`config.mk`:
```
export PLATFORM = sky130hd
export DESIGN_NAME = hazard_mdscore_flat
export DESIGN_NICKNAME = d
export VERILOG_FILES = /design/src/rtl/hazard_mdscore_pkg.sv /design/src/rtl/hazard_mdscore_if.sv /design/src/rtl/hazard_mdscore_md_scoreboard.sv /design/src/rtl/hazard_mdscore.sv /design/src/flat_wrapper.sv
export SDC_FILE = /design/constraint.sdc
export NUM_CORES = 1
export LEC_CHECK = 0
export BUFFER_PORTS_ARGS = -buffer_cell sky130_fd_sc_hd__buf_2
export CAP_MARGIN = 20
export CORE_MARGIN = 3
export CORE_UTILIZATION = 47
export DETAILED_ROUTE_END_ITERATION = 10
export PLACE_DENSITY = 0.77
export SLEW_MARGIN = 40
export SYNTH_ARGS = -nofsm -noshare
export SYNTH_HDL_FRONTEND = slang
export SYNTH_SLANG_ARGS = --single-unit
```
`constraint.sdc`:
```
create_clock -name clk -period 2.26 [get_ports clk]
set_clock_uncertainty 0.15 [all_clocks]
set_input_delay 0.452 -clock clk [delete_from_list [all_inputs] [get_ports clk]]
set_output_delay 0.452 -clock clk [all_outputs]
set_load 0.01 [all_outputs]
```
`src/rtl/hazard_mdscore_pkg.sv`:
```
// Shared constants and state encoding for the hazard unit with MD scoreboard.
package hazard_pkg;
    localparam logic [1:0] FWD_RF   = 2'b00;
    localparam logic [1:0] FWD_W    = 2'b01;
    localparam logic [1:0] FWD_M    = 2'b10;
    localparam logic [1:0] RES_LOAD = 2'b01;

    typedef enum logic {IDLE, BUSY} md_state_t;
endpackage

```
`src/rtl/hazard_mdscore_if.sv`:
```
// Datapath <-> hazard unit signal bundle; slave is the hazard unit side.
interface hazard_mdscore_if #(
    parameter int REG_AW = 5,
    parameter int CNT_W  = 32
);
    logic [REG_AW-1:0] Rs1D, Rs2D, RdD;
    logic              MdStartD;
    logic [REG_AW-1:0] Rs1E, Rs2E, RdE;
    logic [1:0]        ResultSrcE;
    logic              MdStartE;
    logic              PCSrcE;
    logic [REG_AW-1:0] RdM, RdW;
    logic              RegWriteM, RegWriteW;
    logic [1:0]        ForwardAE, ForwardBE;
    logic              StallF, StallD, FlushD, FlushE;
    logic              MdBusy, MdWe;
    logic [REG_AW-1:0] MdRd;
    logic [CNT_W-1:0]  StallCount, FlushCount;

    modport slave (
        input  Rs1D, Rs2D, RdD, MdStartD, Rs1E, Rs2E, RdE, ResultSrcE, MdStartE,
               PCSrcE, RdM, RegWriteM, RdW, RegWriteW,
        output ForwardAE, ForwardBE, StallF, StallD, FlushD, FlushE,
               MdBusy, MdWe, MdRd, StallCount, FlushCount
    );
    modport master (
        output Rs1D, Rs2D, RdD, MdStartD, Rs1E, Rs2E, RdE, ResultSrcE, MdStartE,
               PCSrcE, RdM, RegWriteM, RdW, RegWriteW,
        input  ForwardAE, ForwardBE, StallF, StallD, FlushD, FlushE,
               MdBusy, MdWe, MdRd, StallCount, FlushCount
    );
endinterface

```
`src/rtl/hazard_mdscore_md_scoreboard.sv`:
```
// One-entry scoreboard for the fixed-latency MD unit: tracks the pending
// destination and raises the write-back strobe when the countdown expires.
module md_scoreboard
    import hazard_pkg::*;
#(
    parameter int REG_AW = 5,
    parameter int MD_LAT = 4
) (
    input  logic              clk,
    input  logic              rst,
    input  logic              start,
    input  logic [REG_AW-1:0] rd_in,
    output logic              busy,
    output logic              we,
    output logic [REG_AW-1:0] rd
);
    localparam int CW = (MD_LAT > 2) ? $clog2(MD_LAT) : 1;

    md_state_t         state, state_n;
    logic [CW-1:0]     cnt, cnt_n;
    logic [REG_AW-1:0] rd_n;
    logic              ovl, ovl_n;

    always_ff @(posedge clk or posedge rst) begin
        if (rst) begin
            state <= IDLE;
            cnt   <= '0;
            rd    <= '0;
            ovl   <= 1'b0;
        end else begin
            state <= state_n;
            cnt   <= cnt_n;
            rd    <= rd_n;
            ovl   <= ovl_n;
        end
    end

    always_comb begin
        state_n = state;
        cnt_n   = cnt;
        rd_n    = rd;
        ovl_n   = ovl;
        case (state)
            IDLE: if (start) begin
                state_n = BUSY;
                cnt_n   = CW'(MD_LAT - 1);
                rd_n    = rd_in;
            end
            BUSY: if (cnt == '0) begin
                // A new issue in the write-back cycle chains straight on
                if (start) begin
                    cnt_n = CW'(MD_LAT - 1);
                    rd_n  = rd_in;
                end else begin
                    state_n = IDLE;
                end
            end else begin
                cnt_n = cnt - 1'b1;
                if (start) ovl_n = 1'b1;
            end
            default: state_n = IDLE;
        endcase
    end

    assign busy = (state == BUSY);
    assign we   = busy && (cnt == '0);

    a_no_overlap: assert property (@(posedge clk) disable iff (rst) !ovl);
endmodule

```
`src/rtl/hazard_mdscore.sv`:
```
// Hazard unit: E-stage forwarding, load-use / MD stalls, branch flush,
// MD scoreboard and saturating stall/flush counters.
module hazard_mdscore
    import hazard_pkg::*;
#(
    parameter int REG_AW = 5,
    parameter int MD_LAT = 4,
    parameter int CNT_W  = 32
) (
    input logic             clk,
    input logic             rst,
    hazard_mdscore_if.slave hz
);
    logic              md_busy, md_we;
    logic [REG_AW-1:0] md_rd;
    logic              lw_stall, md_stall, stall;
    logic [CNT_W-1:0]  stall_cnt, flush_cnt;

    function automatic logic [1:0] fwd_sel(input logic [REG_AW-1:0] rs);
        if (rs != '0 && hz.RegWriteM && rs == hz.RdM)      return FWD_M;
        else if (rs != '0 && hz.RegWriteW && rs == hz.RdW) return FWD_W;
        else                                               return FWD_RF;
    endfunction

    assign hz.ForwardAE = fwd_sel(hz.Rs1E);
    assign hz.ForwardBE = fwd_sel(hz.Rs2E);

    assign lw_stall = (hz.ResultSrcE == RES_LOAD) && (hz.RdE != '0) &&
                      (hz.Rs1D == hz.RdE || hz.Rs2D == hz.RdE);

    // RdD is included so a younger writer cannot land before the MD result (WAW)
    assign md_stall =
        (hz.MdStartE && hz.RdE != '0 &&
         (hz.RdE == hz.Rs1D || hz.RdE == hz.Rs2D || hz.RdE == hz.RdD)) ||
        (md_busy && !md_we && md_rd != '0 &&
         (md_rd == hz.Rs1D || md_rd == hz.Rs2D || md_rd == hz.RdD)) ||
        (hz.MdStartD && (hz.MdStartE || (md_busy && !md_we)));

    assign stall     = (lw_stall || md_stall) && !hz.PCSrcE;
    assign hz.StallF = stall;
    assign hz.StallD = stall;
    assign hz.FlushD = hz.PCSrcE;
    assign hz.FlushE = stall || hz.PCSrcE;

    md_scoreboard #(.REG_AW(REG_AW), .MD_LAT(MD_LAT)) u_sb (
        .clk   (clk),
        .rst   (rst),
        .start (hz.MdStartE),
        .rd_in (hz.RdE),
        .busy  (md_busy),
        .we    (md_we),
        .rd    (md_rd)
    );

    assign hz.MdBusy = md_busy;
    assign hz.MdWe   = md_we;
    assign hz.MdRd   = md_rd;

    always_ff @(posedge clk or posedge rst) begin
        if (rst) begin
            stall_cnt <= '0;
            flush_cnt <= '0;
        end else begin
            if (stall && stall_cnt != '1)     stall_cnt <= stall_cnt + 1'b1;
            if (hz.PCSrcE && flush_cnt != '1) flush_cnt <= flush_cnt + 1'b1;
        end
    end

    assign hz.StallCount = stall_cnt;
    assign hz.FlushCount = flush_cnt;
endmodule

```
`src/flat_wrapper.sv`:
```
// flat-port wrapper written by rule: the top's interface ports become plain ports
module hazard_mdscore_flat import hazard_pkg::*;
#(
    parameter int REG_AW = 5,
    parameter int MD_LAT = 4,
    parameter int CNT_W  = 32
)
  (clk, rst, hz_Rs1D, hz_Rs2D, hz_RdD, hz_MdStartD, hz_Rs1E, hz_Rs2E, hz_RdE, hz_ResultSrcE, hz_MdStartE, hz_PCSrcE, hz_RdM, hz_RegWriteM, hz_RdW, hz_RegWriteW, hz_ForwardAE, hz_ForwardBE, hz_StallF, hz_StallD, hz_FlushD, hz_FlushE, hz_MdBusy, hz_MdWe, hz_MdRd, hz_StallCount, hz_FlushCount);
  hazard_mdscore_if #(.REG_AW(REG_AW), .CNT_W(CNT_W)) hz_i ();
  input logic clk;
  input logic rst;
  input wire logic [$bits(hz_i.Rs1D)-1:0] hz_Rs1D;
  input wire logic [$bits(hz_i.Rs2D)-1:0] hz_Rs2D;
  input wire logic [$bits(hz_i.RdD)-1:0] hz_RdD;
  input wire logic [$bits(hz_i.MdStartD)-1:0] hz_MdStartD;
  input wire logic [$bits(hz_i.Rs1E)-1:0] hz_Rs1E;
  input wire logic [$bits(hz_i.Rs2E)-1:0] hz_Rs2E;
  input wire logic [$bits(hz_i.RdE)-1:0] hz_RdE;
  input wire logic [$bits(hz_i.ResultSrcE)-1:0] hz_ResultSrcE;
  input wire logic [$bits(hz_i.MdStartE)-1:0] hz_MdStartE;
  input wire logic [$bits(hz_i.PCSrcE)-1:0] hz_PCSrcE;
  input wire logic [$bits(hz_i.RdM)-1:0] hz_RdM;
  input wire logic [$bits(hz_i.RegWriteM)-1:0] hz_RegWriteM;
  input wire logic [$bits(hz_i.RdW)-1:0] hz_RdW;
  input wire logic [$bits(hz_i.RegWriteW)-1:0] hz_RegWriteW;
  output wire logic [$bits(hz_i.ForwardAE)-1:0] hz_ForwardAE;
  output wire logic [$bits(hz_i.ForwardBE)-1:0] hz_ForwardBE;
  output wire logic [$bits(hz_i.StallF)-1:0] hz_StallF;
  output wire logic [$bits(hz_i.StallD)-1:0] hz_StallD;
  output wire logic [$bits(hz_i.FlushD)-1:0] hz_FlushD;
  output wire logic [$bits(hz_i.FlushE)-1:0] hz_FlushE;
  output wire logic [$bits(hz_i.MdBusy)-1:0] hz_MdBusy;
  output wire logic [$bits(hz_i.MdWe)-1:0] hz_MdWe;
  output wire logic [$bits(hz_i.MdRd)-1:0] hz_MdRd;
  output wire logic [$bits(hz_i.StallCount)-1:0] hz_StallCount;
  output wire logic [$bits(hz_i.FlushCount)-1:0] hz_FlushCount;
  assign hz_i.Rs1D = hz_Rs1D;
  assign hz_i.Rs2D = hz_Rs2D;
  assign hz_i.RdD = hz_RdD;
  assign hz_i.MdStartD = hz_MdStartD;
  assign hz_i.Rs1E = hz_Rs1E;
  assign hz_i.Rs2E = hz_Rs2E;
  assign hz_i.RdE = hz_RdE;
  assign hz_i.ResultSrcE = hz_ResultSrcE;
  assign hz_i.MdStartE = hz_MdStartE;
  assign hz_i.PCSrcE = hz_PCSrcE;
  assign hz_i.RdM = hz_RdM;
  assign hz_i.RegWriteM = hz_RegWriteM;
  assign hz_i.RdW = hz_RdW;
  assign hz_i.RegWriteW = hz_RegWriteW;
  assign hz_ForwardAE = hz_i.ForwardAE;
  assign hz_ForwardBE = hz_i.ForwardBE;
  assign hz_StallF = hz_i.StallF;
  assign hz_StallD = hz_i.StallD;
  assign hz_FlushD = hz_i.FlushD;
  assign hz_FlushE = hz_i.FlushE;
  assign hz_MdBusy = hz_i.MdBusy;
  assign hz_MdWe = hz_i.MdWe;
  assign hz_MdRd = hz_i.MdRd;
  assign hz_StallCount = hz_i.StallCount;
  assign hz_FlushCount = hz_i.FlushCount;
  hazard_mdscore #(.REG_AW(REG_AW), .MD_LAT(MD_LAT), .CNT_W(CNT_W)) u_core (.clk(clk), .rst(rst), .hz(hz_i));
endmodule
```
==> results_dict.tcl <==
set metrics [dict create \
    final_cell_area_um2 6070 \
    finalWeightedCongestion 0.895 \
    drt.antenna.violating_nets 0 \
    worst-path-buf-inv 2 \
    die_x_um 99.6 \
    grt_pass1_wl_um 18700 \
    max_stage_delay_ps 430 \
    layout.cells.most_common "buf_2" \
    failed_checks "setup timing" \
    crit_path_end_kind "primary output" \
    crit_path_leading_delay_family "compound AO/OA/AOI/OAI gates" \
    tritoncts "yes" \
    cts_buffers 9 \
    grt_use_total 0.233 \
    hold_slack_ps 35.7 \
    place_area_um2 5300 \
    p_leak_nw 2.90 \
    drtIter0Drc 190 \
    post_synth.cell_area_avg_um2 10.3 \
    grt_max_degree 73 \
    drt-total-wl_um 12300 \
    layout.cells.most_common_list "buf_2 (122), dfrtp_1 (68), buf_4 (63)" \
    dr_wl_met2_um 6430 \
    drt_pre_antenna_iters 6 \
    core.rowCount 33 \
    place.port_buffers 127 \
    place_worst_setup_slack_ps -242 \
    worstSetupStartpointType "flop" \
    wl_met1_um 4760 \
    synth_warnings 0 \
    transition_time_at_the_pin_with_the_least_slew_margin_ps 397 \
    h-tree-depth 3 \
    cap_violations 0 \
    syn_nets 451 \
    grt_setup_unrepaired "yes" \
    insertedDiodeCount 0 \
    power_w 0.00446 \
    core_area_um2 8380 \
    die_area_um2 9920 \
    max_rail_drop_vdd_mv 0.555 \
    drt-wirelength-per-cell_um 17.3 \
    cts.path.max_buffers 2 \
    root_buffer "clkbuf_8" \
    setup_slack_ps -345 \
    yosys.area.top_type "dfrtp_1" \
    via_count_of_the_routed_design 3920 \
    yosysSeqAreaShare 0.437 \
    initial_antenna_violation_count 0 \
    power.density_cell_area_nw_per_um2 734 \
    finalCoreUtilization 0.724 \
    synthDominantCellAreaShare 0.437 \
    max_freq_mhz 384 \
    drv_slew 0 \
    layout_min_cycle_time_ps 2610 \
    drcViolationCount 0 \
    detail_route.vias_per_cell 5.54 \
    top_metal_used "met4" \
    postSynthCellCount 400 \
    synth_cell_type_count 40 \
    clkLatencyLatePin_ps 350 \
    run_status "finished with violations" \
    hpwlAfterDp_um 8180 \
    grt_pass1_vias 3949 \
    pin_count 128 \
    cts.sinks 72 \
    critPathRequiredTime_ps 1660 \
    finalSetupViolations 39 \
    met3WireLength_um 714 \
    final_layout_size_suffix_gt1_frac 0.474 \
    ys_seq_elements 72 \
    timing.critical_path.slowest_stage_cell "dfrtp_1" \
    number_of_nets_in_the_layout 650 \
    grt_overflow 0 \
    yosys-top-cells-area "dfrtp_1 (44%), xor2_1 (13%), xnor2_1 (11%)" \
    worstSetupPathType "flop to primary output" \
    final.fill_count 575 \
    worstPathCellList "buf_4, xor2_1, nor2_1, a22oi_1, a211oi_2, nor3_1, nand2_1, buf_2" \
    initial_core_util 0.491 \
    areaGrowthSynthToFinish_pct 47.4 \
    finalHoldViolations 0 \
    cp_data_arrival_time_ps 2000 \
    worst-path-max-fanout 3 \
    period_share 1.15 \
    syn-cell-area_um2 4120 \
    worstHoldPathType "input port to asynchronous set/reset pin" \
    vertical_extent_of_the_die_um 99.6 \
    max-slew-margin-rel 0.735 \
    clk_transition_reported_paths_ps 80 \
]
-- kinds of logic (layout without fill, tap and decap cells) --
| logic type | count (synthesis) | in the layout | synth area share |
|---|---|---|---|
| adders and majority gates | 2 | 2 | 0.00607 |
| xor gates and xnor gates | 113 | 113 | 0.242 |
| and+or+nand+nor | 178 | 178 | 0.253 |
| AOI/OAI and AO/OA | 13 | 13 | 0.0237 |
| DFF | 72 | 72 | 0.437 |
| muxes | 7 | 7 | 0.0191 |
| buffers and inverters | 15 | 218 | 0.0185 |
-- per-layer routing --
metal / track usage / up-vias
met2: 0.398 / 149
met3: 0.0589 / 37
li1: - / 1787
met1: 0.286 / 1947
met5: 0 / -
met4: 0.0851 / 0
-- Yosys cell counts, drive strengths merged --
library cell,instances
o21ai,4
inv,6
a211o,1
dfrtp,72
nor2,23
and4,9
or3,1
ha,2
clkbuf,2
nor4b,2
or4,4
nor2b,2
xnor2,53
a21oi,4
nor3,28
and3,8
nor3b,4
a22oi,1
buf,7
xor2,60
and2,2
nand2,37
a211oi,2
nand3,26
o31ai,1
mux2,7
or2,1
nand4,17
nand2b,2
nor4,12
-- registers in the layout (all words and copies together) (netlist names) --
name	cells
u_core.hz.FlushCount	32
u_core.hz.StallCount	32
u_core.u_sb.busy	1
u_core.u_sb.cnt	2
u_core.u_sb.rd	5
-- final timing paths --
kind / startpoint / to / slack, ps / cells past startpoint
max: u_core.u_sb.rd[0] / hz_FlushE / -350 / 8
min: rst / u_core.hz.StallCount[28] / 40 / 3
max reg2reg: u_core.u_sb.rd[0] / u_core.hz.StallCount[15] / -270 / 11
min reg2reg: u_core.hz.StallCount[21] / u_core.hz.StallCount[21] / 350 / 1
max in group asynchronous: rst / u_core.u_sb.rd[1] / 1570 / 3
min in group clk: hz_RdE[3] / u_core.u_sb.rd[3] / 320 / 2
-- worst register-to-register path, delay by kind of cell (launching register included) --
| kind | cells | cell delay [ps] |
|---|---|---|
| AO/OA/AOI/OAI | 3 | 550 |
| flip-flops | 1 | 430 |
| AND/OR/NAND/NOR | 2 | 340 |
| buffers and inverters | 4 | 680 |
| XOR/XNOR | 2 | 310 |
-- area by class of cell --
type / instances / area, µm² / share of cell area
clock inverter: 3 / 17.5 / 0.00289
inverter: 6 / 26.3 / 0.00433
timing repair buffer: 197 / 1270 / 0.209
multi-input combinational: 313 / 2660 / 0.439
sequential: 72 / 1810 / 0.298
tap: 105 / 131 / 0.0216
clock buffer: 12 / 155 / 0.0256
-- where the power goes --
| part | internal, W | switching (W) | total [W] |
|---|---|---|---|
| clock network | 0.000450 | 0.000473 | 0.000922 |
| registers | 0.00151 | 0.000273 | 0.00179 |
| logic | 0.000877 | 0.000871 | 0.00175 |
| total | 0.00284 | 0.00162 | 0.00446 |
-- per-stage QoR --
step           instances  TNS, ps
4_1_cts              701    -7870
2_1_floorplan        400     -144
3_5_place_dp         679    -4020
3_3_place_gp         679    -2450
6_report             708    -6390
5_1_grt              708    -9640
-- timing repair --
action / in CTS / in global routing
endpoints found under the setup margin: 28 / 39
hold buffers: 0 / 0
pin swaps: 22 / 37
setup buffers: 6 / 7
gates resized for setup: 52 / 36
gates cloned: 1 / 0
(Power assumes the default switching activity.)
